===== src/rtl/pc_pkg.sv =====
// -----------------------------------------------------------------------------
// pc_pkg
// Shared definitions for the program-counter sequencer:
//   - state_e      : sequencer FSM states
//   - PC_SEL_*     : one-hot next-PC select codes for the PC input mux
//   - OPC_*        : opcodes the sequencer handles itself
//   - CALL_*       : op sub-field values for the OPC_CALL group
//   - COND_*       : branch condition codes
// -----------------------------------------------------------------------------
package pc_pkg;

    typedef enum logic [2:0] {
        S_RESET,
        S_FETCH,
        S_DECODE,
        S_EXEC,
        S_UPDATE,
        S_HALT
    } state_e;

    // One-hot select for the PC input mux.
    localparam logic [3:0] PC_SEL_RD   = 4'b1000;  // Rd value (BX/BLX)
    localparam logic [3:0] PC_SEL_BR   = 4'b0100;  // pc + 1 + sx(im8)
    localparam logic [3:0] PC_SEL_ZERO = 4'b0010;  // reset vector
    localparam logic [3:0] PC_SEL_SEQ  = 4'b0001;  // pc + 1

    localparam logic [2:0] OPC_BRANCH = 3'b001;
    localparam logic [2:0] OPC_CALL   = 3'b010;
    localparam logic [2:0] OPC_HALT   = 3'b111;

    // op sub-field within the OPC_CALL group.
    localparam logic [1:0] CALL_BX  = 2'b00;
    localparam logic [1:0] CALL_NOP = 2'b01;  // behaves as a plain sequential step
    localparam logic [1:0] CALL_BLX = 2'b10;
    localparam logic [1:0] CALL_BL  = 2'b11;

    // Branch conditions; codes above COND_LE are never taken.
    localparam logic [2:0] COND_AL = 3'b000;  // always
    localparam logic [2:0] COND_EQ = 3'b001;  // Z
    localparam logic [2:0] COND_NE = 3'b010;  // !Z
    localparam logic [2:0] COND_LT = 3'b011;  // N ^ V
    localparam logic [2:0] COND_LE = 3'b100;  // (N ^ V) | Z

endpackage


===== src/rtl/pc_sequencer_if.sv =====
// -----------------------------------------------------------------------------
// pc_sequencer_if
// Fetch handshake to instruction memory plus the decoded-instruction fields
// consumed by the sequencer.
//   fetch_req   : sequencer -> memory, read request at mem_addr
//   mem_addr    : sequencer -> memory, fetch address (K bits)
//   fetch_ack   : memory -> sequencer, instruction latched into IR
//   instr_valid : decoder -> sequencer, fields below are valid
//   opcode, op, cond, im8 : decoded instruction fields
//   rd_val      : Rd value for BX/BLX (K bits)
// Modports: master = sequencer side, slave = memory/decoder side.
// -----------------------------------------------------------------------------
interface pc_sequencer_if #(
    parameter int K = 9
);
    logic         fetch_req;
    logic         fetch_ack;
    logic [K-1:0] mem_addr;
    logic         instr_valid;
    logic [2:0]   opcode;
    logic [1:0]   op;
    logic [2:0]   cond;
    logic [7:0]   im8;
    logic [K-1:0] rd_val;

    modport master (
        output fetch_req, mem_addr,
        input  fetch_ack, instr_valid, opcode, op, cond, im8, rd_val
    );

    modport slave (
        input  fetch_req, mem_addr,
        output fetch_ack, instr_valid, opcode, op, cond, im8, rd_val
    );

endinterface


===== src/rtl/branch_cond_eval.sv =====
// -----------------------------------------------------------------------------
// branch_cond_eval
// Purely combinational branch condition evaluator, kept separate so that
// future branch-prediction logic can share it.
//   cond    in  3  condition code
//   Z, N, V in  1  status flags
//   taken   out 1  branch condition holds
// -----------------------------------------------------------------------------
module branch_cond_eval
    import pc_pkg::*;
(
    input  logic [2:0] cond,
    input  logic       Z,
    input  logic       N,
    input  logic       V,
    output logic       taken
);

    always_comb begin
        // NOTE: default assignment first so every path drives taken; no latch.
        taken = 1'b0;
        case (cond)
            COND_AL: taken = 1'b1;
            COND_EQ: taken = Z;
            COND_NE: taken = ~Z;
            COND_LT: taken = N ^ V;
            COND_LE: taken = (N ^ V) | Z;
            default: taken = 1'b0;
        endcase
    end

endmodule


===== src/rtl/pc_sequencer.sv =====
// -----------------------------------------------------------------------------
// pc_sequencer
// Owns the program counter and sequences fetch -> decode -> execute -> PC
// update for every instruction. Resolves conditional branches, BL/BX/BLX and
// HALT, and drives the one-hot next-PC select for the PC input mux.
//
// Ports:
//   clk        in   rising-edge clock
//   reset      in   synchronous, active-high reset
//   bus        if   pc_sequencer_if.master (fetch handshake + decoder fields)
//   Z, N, V    in   status flags, sampled when the instruction is dispatched
//   exec_done  in   datapath finished a non-branch instruction
//   resume     in   leave S_HALT (only with PC_HALT_RESUME_EN defined)
//   pc         out  current PC register (K bits)
//   pc_sel     out  one-hot next-PC select (PC_SEL_*)
//   load_pc    out  PC register load strobe
//   lr_wr      out  write lr_data to R7
//   lr_data    out  link value, pc + 1
//   halted     out  high while in S_HALT
//
// Optional build macro: PC_HALT_RESUME_EN adds the resume input. Without it
// S_HALT is terminal until reset.
// -----------------------------------------------------------------------------
module pc_sequencer
    import pc_pkg::*;
#(
    parameter int K = 9
) (
    input  logic          clk,
    input  logic          reset,
    pc_sequencer_if.master bus,
    input  logic          Z,
    input  logic          N,
    input  logic          V,
    input  logic          exec_done,
`ifdef PC_HALT_RESUME_EN
    input  logic          resume,
`endif
    output logic [K-1:0]  pc,
    output logic [3:0]    pc_sel,
    output logic          load_pc,
    output logic          lr_wr,
    output logic [K-1:0]  lr_data,
    output logic          halted
);

    state_e       state;
    logic         fetch_req_q;
    logic [K-1:0] next_pc;     // value pc takes in S_UPDATE, captured on entry

    logic [K-1:0] seq_pc;
    logic [K-1:0] br_pc;
    logic         taken;
    logic [3:0]   dec_sel;
    logic         dec_lr;
    logic [K-1:0] dec_target;

    // Width cast of the signed offset sign-extends im8 to K bits; the sum
    // wraps modulo 2^K naturally.
    assign seq_pc  = pc + K'(1);
    assign br_pc   = seq_pc + K'($signed(bus.im8));
    assign lr_data = seq_pc;

    assign bus.fetch_req = fetch_req_q;
    assign bus.mem_addr  = pc;

    branch_cond_eval u_cond (
        .cond  (bus.cond),
        .Z     (Z),
        .N     (N),
        .V     (V),
        .taken (taken)
    );

    // Select and link decision for an instruction leaving S_DECODE. Target
    // and flags are captured at dispatch, so later input changes cannot
    // disturb the update.
    always_comb begin
        dec_sel = PC_SEL_SEQ;
        dec_lr  = 1'b0;
        if (bus.opcode == OPC_BRANCH) begin
            dec_sel = taken ? PC_SEL_BR : PC_SEL_SEQ;
        end else if (bus.opcode == OPC_CALL) begin
            case (bus.op)
                CALL_BL: begin
                    dec_sel = PC_SEL_BR;
                    dec_lr  = 1'b1;
                end
                CALL_BX:  dec_sel = PC_SEL_RD;
                CALL_BLX: begin
                    dec_sel = PC_SEL_RD;
                    dec_lr  = 1'b1;
                end
                default:  dec_sel = PC_SEL_SEQ;
            endcase
        end
    end

    always_comb begin
        case (dec_sel)
            PC_SEL_RD: dec_target = bus.rd_val;
            PC_SEL_BR: dec_target = br_pc;
            default:   dec_target = seq_pc;
        endcase
    end

    // Single-process FSM with registered outputs: each output register is
    // loaded with the value belonging to the state being entered, so outputs
    // line up with the state without a combinational decode.
    always_ff @(posedge clk) begin
        if (reset) begin
            // NOTE: synchronous reset clears every register, including
            // next_pc, so the bench never sees X on any output.
            state       <= S_RESET;
            pc          <= '0;
            next_pc     <= '0;
            fetch_req_q <= 1'b0;
            pc_sel      <= PC_SEL_ZERO;
            load_pc     <= 1'b1;
            lr_wr       <= 1'b0;
            halted      <= 1'b0;
        end else begin
            // NOTE: non-blocking assignments throughout; the defaults below
            // make the update strobes single-cycle pulses.
            pc_sel  <= 4'b0000;
            load_pc <= 1'b0;
            lr_wr   <= 1'b0;

            case (state)
                S_RESET: begin
                    pc          <= '0;
                    fetch_req_q <= 1'b1;
                    state       <= S_FETCH;
                end

                S_FETCH: begin
                    if (bus.fetch_ack) begin
                        fetch_req_q <= 1'b0;
                        state       <= S_DECODE;
                    end
                end

                S_DECODE: begin
                    if (bus.instr_valid) begin
                        if (bus.opcode == OPC_HALT) begin
                            halted <= 1'b1;
                            state  <= S_HALT;
                        end else if (bus.opcode == OPC_BRANCH ||
                                     bus.opcode == OPC_CALL) begin
                            pc_sel  <= dec_sel;
                            load_pc <= 1'b1;
                            lr_wr   <= dec_lr;
                            next_pc <= dec_target;
                            state   <= S_UPDATE;
                        end else begin
                            state <= S_EXEC;
                        end
                    end
                end

                S_EXEC: begin
                    if (exec_done) begin
                        pc_sel  <= PC_SEL_SEQ;
                        load_pc <= 1'b1;
                        next_pc <= seq_pc;
                        state   <= S_UPDATE;
                    end
                end

                S_UPDATE: begin
                    pc          <= next_pc;
                    fetch_req_q <= 1'b1;
                    state       <= S_FETCH;
                end

                S_HALT: begin
`ifdef PC_HALT_RESUME_EN
                    if (resume) begin
                        halted  <= 1'b0;
                        pc_sel  <= PC_SEL_SEQ;
                        load_pc <= 1'b1;
                        next_pc <= seq_pc;
                        state   <= S_UPDATE;
                    end
`endif
                end

                default: begin
                    fetch_req_q <= 1'b0;
                    pc_sel      <= PC_SEL_ZERO;
                    load_pc     <= 1'b1;
                    halted      <= 1'b0;
                    pc          <= '0;
                    state       <= S_RESET;
                end
            endcase
        end
    end

endmodule


===== src/flat_wrapper.sv =====
// flat-port wrapper written by rule: the top's interface ports become plain ports
module pc_sequencer_flat import pc_pkg::*;
#(
    parameter int K = 9
)
  (clk, reset, Z, N, V, exec_done, pc, pc_sel, load_pc, lr_wr, lr_data, halted, bus_fetch_req, bus_mem_addr, bus_fetch_ack, bus_instr_valid, bus_opcode, bus_op, bus_cond, bus_im8, bus_rd_val);
  pc_sequencer_if #(.K(K)) bus_i ();
  input  logic clk;
  input  logic reset;
  input  logic Z;
  input  logic N;
  input  logic V;
  input  logic exec_done;
  output logic [K-1:0] pc;
  output logic [3:0] pc_sel;
  output logic load_pc;
  output logic lr_wr;
  output logic [K-1:0] lr_data;
  output logic halted;
  output wire logic [$bits(bus_i.fetch_req)-1:0] bus_fetch_req;
  output wire logic [$bits(bus_i.mem_addr)-1:0] bus_mem_addr;
  input wire logic [$bits(bus_i.fetch_ack)-1:0] bus_fetch_ack;
  input wire logic [$bits(bus_i.instr_valid)-1:0] bus_instr_valid;
  input wire logic [$bits(bus_i.opcode)-1:0] bus_opcode;
  input wire logic [$bits(bus_i.op)-1:0] bus_op;
  input wire logic [$bits(bus_i.cond)-1:0] bus_cond;
  input wire logic [$bits(bus_i.im8)-1:0] bus_im8;
  input wire logic [$bits(bus_i.rd_val)-1:0] bus_rd_val;
  assign bus_fetch_req = bus_i.fetch_req;
  assign bus_mem_addr = bus_i.mem_addr;
  assign bus_i.fetch_ack = bus_fetch_ack;
  assign bus_i.instr_valid = bus_instr_valid;
  assign bus_i.opcode = bus_opcode;
  assign bus_i.op = bus_op;
  assign bus_i.cond = bus_cond;
  assign bus_i.im8 = bus_im8;
  assign bus_i.rd_val = bus_rd_val;
  pc_sequencer #(.K(K)) u_core (.clk(clk), .reset(reset), .bus(bus_i), .Z(Z), .N(N), .V(V), .exec_done(exec_done), .pc(pc), .pc_sel(pc_sel), .load_pc(load_pc), .lr_wr(lr_wr), .lr_data(lr_data), .halted(halted));
endmodule

===== config.mk =====
export PLATFORM = sky130hd
export DESIGN_NAME = pc_sequencer_flat
export DESIGN_NICKNAME = d
export VERILOG_FILES = /design/src/rtl/pc_pkg.sv /design/src/rtl/pc_sequencer_if.sv /design/src/rtl/branch_cond_eval.sv /design/src/rtl/pc_sequencer.sv /design/src/flat_wrapper.sv
export SDC_FILE = /design/constraint.sdc
export NUM_CORES = 1
export LEC_CHECK = 0
export ABC_AREA = 1
export CAP_MARGIN = 25
export CORE_AREA = 2 2 78 80
export CTS_BUF_LIST = sky130_fd_sc_hd__clkbuf_2 sky130_fd_sc_hd__clkbuf_4 sky130_fd_sc_hd__clkbuf_8
export DETAILED_ROUTE_END_ITERATION = 8
export DIE_AREA = 0 0 80 82
export GPL_TIMING_DRIVEN = 0
export MAX_ROUTING_LAYER = met4
export PLACE_DENSITY = 0.74
export SYNTH_ARGS = -nofsm -noshare
export SYNTH_HDL_FRONTEND = slang
export SYNTH_HIERARCHICAL = 1
export SYNTH_SLANG_ARGS = --single-unit

===== constraint.sdc =====
create_clock -name clk -period 6 [get_ports clk]
set_input_delay 1.2 -clock clk [delete_from_list [all_inputs] [get_ports clk]]
set_output_delay 1.2 -clock clk [all_outputs]
set_load 0.05 [all_outputs]

==> impl_metrics.toml <==
[cts]
numClockSinks = 29
postCtsSetupBuffers = 0
htree_num_levels = 2
clockRootBuffer = "clkbuf_8"
clk_pin_slew_ps = 60
numCtsBuffers = 5
clock_path_buffers = 2
hold_buffers = 0
insertion_delay_ps = 280
post_cts_resize_count = 0
cts_tree = "built"

[outcome]
outcome = "finished, final reports clean"

[logic_synthesis]
yosys.area.top_type = "dfxtp_1"
async_flop_share_pct = 0
seq_area_frac_synth_pct = 27.7
synthFlopType = "dfxtp_1"
synth_cells = 321
synth_fp_nets = 364
ys_ff_latch = 29
synthTopCellsByArea = "dfxtp_1, nand2_1, a21oi_1, inv_1, nand3_1"
ys_top_cells_by_count = "nand2_1, inv_1, a21oi_1, dfxtp_1, nand3_1"
synth_edf_count = 0
syn_avg_cell_area_um2 = 6.53
synth_area_mm2 = 0.00210
synth.top_cell.area_share_pct = 27.7
ys.warnings.count = 6
ys_types = 34
synth.most_common_cell = "nand2_1"

[placement]
hpwl_um = 4360
place_congestion = 0.890
io_buffers = 66

[worst_setup_path]
critPathMaxFanout = 6
critPathBufInv = 2
crit_type = "reg -> out"
setup.worst_path.start_class = "flop"
r2r_start = "u_core/bus.mem_addr[0]$_SDFFE_PP0N_"
critPathCaptureType = "output port"
cp_top_family = "buffers and inverters"
crit_path_max_incr_delay_ps = 870
r2r_cells = 15
cp_cell_sequence = "ha_1 > nand2_1 > nor2_2 > inv_1 > nor2_1 > xor2_1 > clkdlybuf4s50_1"
slowest_stage = "clkdlybuf4s50_1"
crit_arrival_ps = 2620
r2r_slack_ps = 3330
crit_required_ps = 4800
r2r-end = "u_core/next_pc[7]$_SDFFE_PP0P_"
cp.depth = 7

[power_and_ir_drop]
share_comb_of_total_power_pct = 38.7
peakVddDrop_mv = 0.127
p_leak_nw = 1.33
power_density_mw_per_mm2 = 217
p_sw_w = 0.000248
pwr-share-seq_pct = 37.2
power.total_w = 0.000638
power.internal_w = 0.000390
clock_power_share_pct = 24.2
p_sw_share_pct = 38.9

[timing]
setup_viol = 0
timing.fmax_ghz = 0.262
finalMaxSlewViolations = 0
finalSetupTns_ps = 0
finalClockSkew_ps = 4.30
final.min_clock_period_ps = 3820
period_share_pct = 63.6
rsz0062_at_grt = "no"
hold_viol = 0
worst-slew-pin-transition_ps = 595
maxSlewHeadroom_pct = 60.2

[global_routing]
first_global_vias = 2024
grt.overflow.total = 0
grt_pass1_wl_um = 8520
antenna_found_initial = 0
grt_max_degree = 11
grt_use_total_pct = 16.8

[route]
ant_nets = 0
drtPass1Iterations = 5
wire_per_inst_um = 11.1
first_iter_violations = 108
totalWireLength_um = 5210
vias_per_cell = 4.70
vias = 2208
post-route-drc-count = 0

[die]
initial_core_util_pct = 36.5
ios = 68
dieArea_mm2 = 0.00656
die_y_um = 82
core_mm2 = 0.00575
rows = 28
die_width_um = 80

[finish]
antennaDiodeCount = 0
drive_gt1_share_pct = 10.4
fin_nets = 437
area_growth_pct = 40.1
fillCellCount = 600

[hold_path]
hp-class = "reg -> reg"
min_from = "u_core/next_pc[8]$_SDFFE_PP0P_"
min_to = "u_core/next_pc[8]$_SDFFE_PP0P_"
min_delay_path_depth = 2

[job]
cap_viol_max_count = 0
cell type report:
class	count	area (um2)	share of cell area, %
Multi-Input combinational cell	232	1240	42.2
Timing Repair Buffer	66	661	22.5
Sequential cell	29	581	19.8
Inverter	47	179	6.09
Buffer	13	97.6	3.32
Tap cell	75	93.8	3.19
Clock buffer	6	76.3	2.60
Clock inverter	2	10.0	0.341
power by group through the flow:
stage                     logic [W]  clock network, W  registers, W
after floorplan            0.000145                 0      0.000267
after global placement     0.000242                 0      0.000241
after detailed placement   0.000248                 0      0.000241
after CTS                  0.000248          0.000159      0.000237
after global routing       0.000272          0.000168      0.000239
final                      0.000247          0.000154      0.000237
registers in the layout, summed over array words and instances, names as in the netlist:
register and count:
u_core/halted 1, u_core/bus.mem_addr 9, u_core/next_pc 9, u_core/state 3
u_core/load_pc 1, u_core/lr_wr 1, u_core/pc_sel 4, u_core/bus.fetch_req 1
stage by stage:
stage	cell area [um2]	hold WS (ps)	cells	util [%]	worst slack, ps
2_1_floorplan	2100	438	321	-	2590
3_3_place_gp	2850	450	462	49.6	2510
3_5_place_dp	2850	454	462	49.6	2470
4_1_cts	2940	463	470	51.1	2160
5_1_grt	2940	476	470	51.1	1950
6_report	2940	464	470	51.1	2180
cell usage in the layout, fill, tap and decap left out:
cell type,n
nand2_4,4
fa_1,1
o21ai_1,2
nand2_8,1
a31oi_1,1
a21oi_2,5
a21oi_1,33
inv_4,1
clkdlybuf4s50_1,66
clkbuf_1,2
inv_2,3
clkinv_2,2
nand2_2,1
nor2_8,1
clkbuf_8,5
o22ai_1,1
clkbuf_4,1
nor3_4,1
clkinv_1,1
nand4_1,4
nor2_4,1
a211oi_1,1
nand3_1,25
nor3_1,1
buf_4,9
inv_1,42
xnor2_1,2
or2_2,2
nand2_1,95
ha_1,9
nand3b_1,2
xor2_1,4
o21ai_0,11
dfxtp_1,29
o21a_1,2
buf_6,2
nor2_1,20
nor2_2,2
routing by layer:
layer | vias to the layer above | wire [um] | global-route usage [%]
li1 | 1164 | - | -
met1 | 974 | 2250 | 19.2
met2 | 64 | 2600 | 30.1
met4 | 0 | 51 | 4.24
met3 | 6 | 309 | 3.74
met5 | - | 0 | -
tightest hold or removal path, stage by stage (launching register included):
cell     delay [ps]
dfxtp_1         310
nand2_1          60
a21oi_1          50
how the worst max path moves through the flow:
stage | slack [ps] | endpoint | start
2_1_floorplan | 2590 | lr_data[6] | u_core/bus.mem_addr[0]$_SDFFE_PP0N_
3_3_place_gp | 2510 | lr_data[6] | u_core/bus.mem_addr[0]$_SDFFE_PP0N_
3_5_place_dp | 2470 | lr_data[6] | u_core/bus.mem_addr[0]$_SDFFE_PP0N_
4_1_cts | 2160 | lr_data[6] | u_core/bus.mem_addr[0]$_SDFFE_PP0N_
5_1_grt | 1950 | lr_data[6] | u_core/bus.mem_addr[0]$_SDFFE_PP0N_
6_report | 2180 | lr_data[6] | u_core/bus.mem_addr[0]$_SDFFE_PP0N_
cell families (layout without fill, tap and decap cells):
family | Yosys count | after routing | synth area share, %
and+or+nand+nor | 160 | 160 | 35.6
buffers and inverters | 60 | 134 | 13.2
AOI/OAI and AO/OA | 56 | 56 | 14.7
DFF | 29 | 29 | 27.7
adders and majority gates | 10 | 10 | 6.32
xor gates and xnor gates | 6 | 6 | 2.51
Power figures use the tool's default switching activity.
